--- src/rtl/fp_norm_pkg.sv ---
// Shared types and constants for the FP normalization sequencer.
//   EXP_W / MANT_W : exponent and normalized significand widths
//   s1_t           : stage-1 pipeline record (detector result + operands)
//   flags_t        : result classification flags
package fp_norm_pkg;

  localparam int EXP_W  = 8;
  localparam int MANT_W = 16;

  // All-ones exponent encodes inf; one below it is the largest finite value
  // that a carry-out would push into inf.
  localparam logic [EXP_W-1:0] EXP_MAX = '1;
  localparam logic [EXP_W-1:0] EXP_OVF = EXP_MAX - 1'b1;
  localparam logic [EXP_W-1:0] EXP_ONE = 1;

  typedef struct packed {
    logic              carry;
    logic              zero;
    logic [3:0]        pos;
    logic [MANT_W:0]   mant;
    logic [EXP_W-1:0]  exp;
    logic              sticky;
  } s1_t;

  typedef struct packed {
    logic zero;
    logic ovf;
    logic unf;
  } flags_t;

endpackage

--- src/rtl/fp_norm_seq_lopd.sv ---
// LOPD_16bit: combinational leading-one position detector.
//   i_data  in  16  value to scan
//   o_pos   out 4   bit index of the most significant 1 (0 when i_data == 0)
//   o_zero  out 1   i_data is all zeros
module LOPD_16bit (
  input  logic [15:0] i_data,
  output logic [3:0]  o_pos,
  output logic        o_zero
);

  always_comb begin
    // NOTE: every always_comb output gets a default first so no path leaves
    // it unassigned; otherwise synthesis infers a latch.
    o_pos  = 4'd0;
    o_zero = (i_data == 16'd0);
    // Ascending scan: the last hit, i.e. the highest set bit, wins.
    for (int i = 0; i < 16; i++) begin
      if (i_data[i]) o_pos = 4'(i);
    end
  end

endmodule

--- src/rtl/fp_norm_seq.sv ---
// fp_norm_seq: two-stage normalization sequencer between the significand
// adder and the rounding stage.
//   i_clk, i_rst_n       clock (rising edge), async active-low reset
//   i_flush              synchronous clear of both pipeline stages
//   i_valid / o_ready    input handshake (i_mant, i_exp, i_sticky)
//   o_valid / i_ready    output handshake (o_mant, o_exp, o_sticky, flags)
//   o_zero / o_ovf / o_unf   result is zero / overflowed to inf / flushed
// Stage 1 registers the operands with the leading-one position; stage 2
// shifts, adjusts the exponent and classifies, registering to the outputs.
module fp_norm_seq
  import fp_norm_pkg::*;
(
  input  logic              i_clk,
  input  logic              i_rst_n,
  input  logic              i_flush,
  input  logic              i_valid,
  output logic              o_ready,
  input  logic [MANT_W:0]   i_mant,
  input  logic [EXP_W-1:0]  i_exp,
  input  logic              i_sticky,
  output logic              o_valid,
  input  logic              i_ready,
  output logic [MANT_W-1:0] o_mant,
  output logic [EXP_W-1:0]  o_exp,
  output logic              o_sticky,
  output logic              o_zero,
  output logic              o_ovf,
  output logic              o_unf
);

  s1_t  s1_q;
  logic s1_valid;
  logic s2_valid;
  logic s2_adv;
  logic accept;

  logic [3:0] lopd_pos;
  logic       lopd_zero;

  LOPD_16bit u_lopd (
    .i_data (i_mant[MANT_W-1:0]),
    .o_pos  (lopd_pos),
    .o_zero (lopd_zero)
  );

  assign s2_adv  = ~s2_valid | i_ready;
  // Gated by reset so every output reads 0 while reset is held.
  assign o_ready = i_rst_n & (~s1_valid | s2_adv);
  assign accept  = i_valid & o_ready;
  assign o_valid = s2_valid;

  // Stage 1
  always_ff @(posedge i_clk or negedge i_rst_n) begin
    // NOTE: sequential state uses non-blocking assignment so every register
    // samples pre-edge values regardless of statement order.
    if (!i_rst_n) begin
      s1_valid <= 1'b0;
      // NOTE: data registers are reset too; the pipeline is a few flops, not
      // a memory, and a known value keeps outputs clean after reset.
      s1_q     <= '0;
    end else begin
      if (i_flush)      s1_valid <= 1'b0;
      else if (o_ready) s1_valid <= i_valid;
      if (accept) begin
        s1_q.carry  <= i_mant[MANT_W];
        s1_q.zero   <= lopd_zero;
        s1_q.pos    <= lopd_pos;
        s1_q.mant   <= i_mant;
        s1_q.exp    <= i_exp;
        s1_q.sticky <= i_sticky;
      end
    end
  end

  // Stage 2 result logic
  logic [3:0]        lz;
  logic [EXP_W-1:0]  lz_ext;
  logic [MANT_W-1:0] res_mant;
  logic [EXP_W-1:0]  res_exp;
  logic              res_sticky;
  flags_t            res_flags;

  assign lz     = 4'd15 - s1_q.pos;
  assign lz_ext = {{(EXP_W-4){1'b0}}, lz};

  always_comb begin
    res_mant   = '0;
    res_exp    = '0;
    res_sticky = s1_q.sticky;
    res_flags  = '0;
    if (s1_q.carry) begin
      // An already-saturated exponent also overflows rather than wrapping.
      if (s1_q.exp >= EXP_OVF) begin
        res_flags.ovf = 1'b1;
        res_exp       = EXP_MAX;
      end else begin
        res_mant   = s1_q.mant[MANT_W:1];
        res_exp    = s1_q.exp + EXP_ONE;
        res_sticky = s1_q.sticky | s1_q.mant[0];
      end
    end else if (s1_q.zero) begin
      res_flags.zero = 1'b1;
    end else if (s1_q.exp > lz_ext) begin
      res_mant = s1_q.mant[MANT_W-1:0] << lz;
      res_exp  = s1_q.exp - lz_ext;
    end else begin
      // Normalizing would drive the exponent to 0 or below: flush to zero.
      res_flags.unf  = 1'b1;
      res_flags.zero = 1'b1;
    end
  end

  // Stage 2 / output registers: hold everything while stalled.
  always_ff @(posedge i_clk or negedge i_rst_n) begin
    if (!i_rst_n) begin
      s2_valid <= 1'b0;
      o_mant   <= '0;
      o_exp    <= '0;
      o_sticky <= 1'b0;
      o_zero   <= 1'b0;
      o_ovf    <= 1'b0;
      o_unf    <= 1'b0;
    end else if (i_flush) begin
      s2_valid <= 1'b0;
    end else if (s2_adv) begin
      s2_valid <= s1_valid;
      if (s1_valid) begin
        o_mant   <= res_mant;
        o_exp    <= res_exp;
        o_sticky <= res_sticky;
        o_zero   <= res_flags.zero;
        o_ovf    <= res_flags.ovf;
        o_unf    <= res_flags.unf;
      end
    end
  end

endmodule
--- config.mk ---
export PLATFORM = sky130hd
export DESIGN_NAME = fp_norm_seq
export DESIGN_NICKNAME = d
export VERILOG_FILES = /design/src/rtl/fp_norm_pkg.sv /design/src/rtl/fp_norm_seq_lopd.sv /design/src/rtl/fp_norm_seq.sv
export SDC_FILE = /design/constraint.sdc
export NUM_CORES = 1
export LEC_CHECK = 0
export CORE_MARGIN = 2
export CORE_UTILIZATION = 40
export DETAILED_ROUTE_END_ITERATION = 10
export GPL_TIMING_DRIVEN = 0
export PLACE_DENSITY_LB_ADDON = 0.3
export SKIP_LAST_GASP = 1
export SYNTH_ARGS = -nofsm -noshare
export SYNTH_HDL_FRONTEND = slang
export SYNTH_SLANG_ARGS = --single-unit
--- constraint.sdc ---
create_clock -name i_clk -period 6.1 [get_ports i_clk]
set_input_delay 0.915 -clock i_clk [delete_from_list [all_inputs] [get_ports i_clk]]
set_output_delay 0.915 -clock i_clk [all_outputs]
set_load 0.02 [all_outputs]
==> impl_metrics.ini <==
[global_routing]
antenna_found_initial = 0
grt_pass1_wl_um = 16350
track_usage_pct = 20.43
grt_overflow_total = 0
grt_max_degree = 34
grt_pass1_vias = 3115

[final_layout]
final_util_pct = 52.18
area_growth_syn_to_layout_pct = 25.59
drive_gt1_share_pct = 18.44
n_antenna_cell = 0
nNetsFinal = 483

[synth]
yosysTopAreaCellShare_pct = 39.57
synth-simple-area-share_pct = 13.46
yosys.area.top_type = dfrtp_1
synth.net_count = 411
synthAdderAreaFrac_pct = 2.465
synth-compound-area-share_pct = 17.42
synth_xor_area_share_pct = 1.589
synth-main-ff-cell = dfrtp_1
yosys-top-cells-area = dfrtp_1, mux2_2, a21oi_1
syn_inst = 373
ys_seq_area_share_pct = 39.57
async_flop_share_pct = 100.0
post_synth_num_cell_types = 66
synth_most_common_cell = dfrtp_1
syn_area_um2 = 3857
yosys-top-cells-count = dfrtp_1, a21oi_1, nand2_1
synthMuxAreaShare_pct = 19.49
ys_seq_elements = 61
yosysWarnings = 0
synth_top_family_by_area = multiplexers
synth-edff-count = 0
avgSynthCellArea_um2 = 10.34

[critical_path]
r2r_cells = 11
worstPathMaxFanout = 30
r2r_start = s1_q[26]
rrSetupSlack_ps = 3160
cp-startpoint = i_rst_n
r2r_end = o_mant[6]
critPathKind = input pin to primary output
worstPathRequired_ps = 5180
start_kind = input pin
cp-end-kind = primary output
critical_path_arrival_ps = 2500

[min_path]
hold_end = o_exp[0]
hold_path.class = flip-flop to flip-flop
min_from = o_exp[0]
hold_depth = 2

[clocking]
clk_latency_ps = 340
cts_setup_buffers = 0
root_buffer = clkbuf_8
numCtsBuffers = 9
clk_pin_slew_worst_paths_ps = 70
cts_max_path_buffers = 2
cts_tree = done
ctsResizeCount = 0
cts_hold_buf = 0
clock_sinks = 61
htreeDepth = 3

[timing]
rsz0062_at_grt = no
drv_slew = 0
hold_viol_final = 0
finalSetupViolCount = 0
max_freq_mhz = 292.6
relSlewSlack_pct = 54.14
period_needed_ps = 3417
fin_setup_tns_ps = 0
skew_ps = 6.585
worst_pin_slew_ps = 687.9
finalCritPeriodShare_pct = 56.02

[power]
p_leak_nw = 2.063
p_seq_share_pct = 36.7
switchingPower_w = 0.0005363
power_density_nw_per_um2 = 319.0
power.share.combinational_pct = 38.9
p_int_w = 0.001009
ir_drop_mv = 0.1309
p_sw_share_pct = 34.70
clock_power_share_pct = 24.4

[floorplan]
dieArea_um2 = 10440
die_w_um = 102.2
fp.dieH_um = 102.2
start_util_pct = 41.55
num_rows = 35
io_pins = 61
core_area_um2 = 9284

[outcome]
status = finished, final reports clean

[drt]
dr.pass1.iters = 4
antenna_left = 0
wl_per_cell_um = 17.25
drt_iter0_markers = 181
drc = 0
vias = 3246
vias_per_cell = 5.606
drt_wl_total_um = 9990

[placed_design]
dpl.hpwl_um = 7658
io_buffers = 60
globalplace.congestion = 0.8857

[run]
drv_cap = 0
==> sequential cells by signal, summed over array words and instances (netlist names) <==
| signal | flops |
|---|---|
| o_mant | 16 |
| o_sticky | 1 |
| o_unf | 1 |
| o_valid | 1 |
| o_exp | 8 |
| s1_valid | 1 |
| o_ovf | 1 |
| o_zero | 1 |
| s1_q | 31 |
==> critical path: stages <==
cell	delay (ps)
buf_2	530
a21boi_0	370
clkdlybuf4s50_1	670
==> worst max-delay path by stage <==
stage,slack [ps],end,depth (start not counted)
2_1_floorplan,3590,o_exp[6],11
3_3_place_gp,680,o_ready,3
3_5_place_dp,2660,o_ready,3
4_1_cts,2640,o_ready,3
5_1_grt,2450,o_ready,3
6_report,2680,o_ready,3
==> cells in the final DEF, fill, tap and decap left out, types with 5 or more instances in the layout <==
cell	instances
clkbuf_8	18
o21a_1	5
nand2_1	36
nor2_1	33
o21ai_1	6
clkdlybuf4s50_1	59
a21oi_1	39
mux2_2	27
ha_1	6
clkbuf_1	7
mux2i_1	17
mux4_2	7
dfrtp_1	61
o21ai_0	15
buf_2	11
inv_1	7
nor3_1	5
==> layer usage <==
layer / track usage [%] / routed length [µm]
met3: 2.531 / 503
met1: 30.38 / 4779
met2: 30.41 / 4526
met5: 0 / 0
met4: 8.000 / 180
==> per-stage QoR <==
| step | cell area, µm² | hold slack (ps) | setup slack (ps) | power [W] | instances |
|---|---|---|---|---|---|
| 6_report | 4845 | 470.5 | 2683 | 0.001546 | 579 |
| 5_1_grt | 4845 | 502.1 | 2451 | 0.001629 | 579 |
| 4_1_cts | 4845 | 479.7 | 2641 | 0.001554 | 579 |
| 3_5_place_dp | 4634 | 463.6 | 2658 | 0.001172 | 563 |
| 3_3_place_gp | 4619 | 455.5 | 678.3 | 0.001162 | 562 |
| 2_1_floorplan | 3857 | 480.2 | 3588 | 0.0009324 | 373 |
==> kinds of logic (layout without fill, tap and decap cells) <==
family / Yosys count / count (layout)
muxes: 56 / 56
xor gates and xnor gates: 7 / 7
and+or+nand+nor: 105 / 105
buffers and inverters: 34 / 111
DFF: 61 / 61
AOI/OAI and AO/OA: 103 / 103
adders and majority gates: 7 / 7
==> power groups by stage <==
stage               logic [W]  clock network (W)  registers, W
floorplan            0.000314                  0      0.000618
global placement     0.000591                  0      0.000571
detailed placement   0.000599                  0      0.000574
CTS                  0.000602           0.000386      0.000566
global route         0.000654           0.000398      0.000578
finish               0.000602           0.000377      0.000567
==> area by class of cell <==
| cell class | instances | area [µm²] |
|---|---|---|
| clock inverter | 4 | 45.04 |
| fill | 874 | 4439 |
| tap | 129 | 161.4 |
| timing repair buffer | 61 | 615.6 |
| inverter | 8 | 30.03 |
| sequential | 61 | 1526 |
| multi-input combinational | 278 | 2100 |
| clock buffer | 12 | 165.2 |
| buffer | 26 | 201.4 |
No activity file was read; power rests on OpenSTA's default activity.
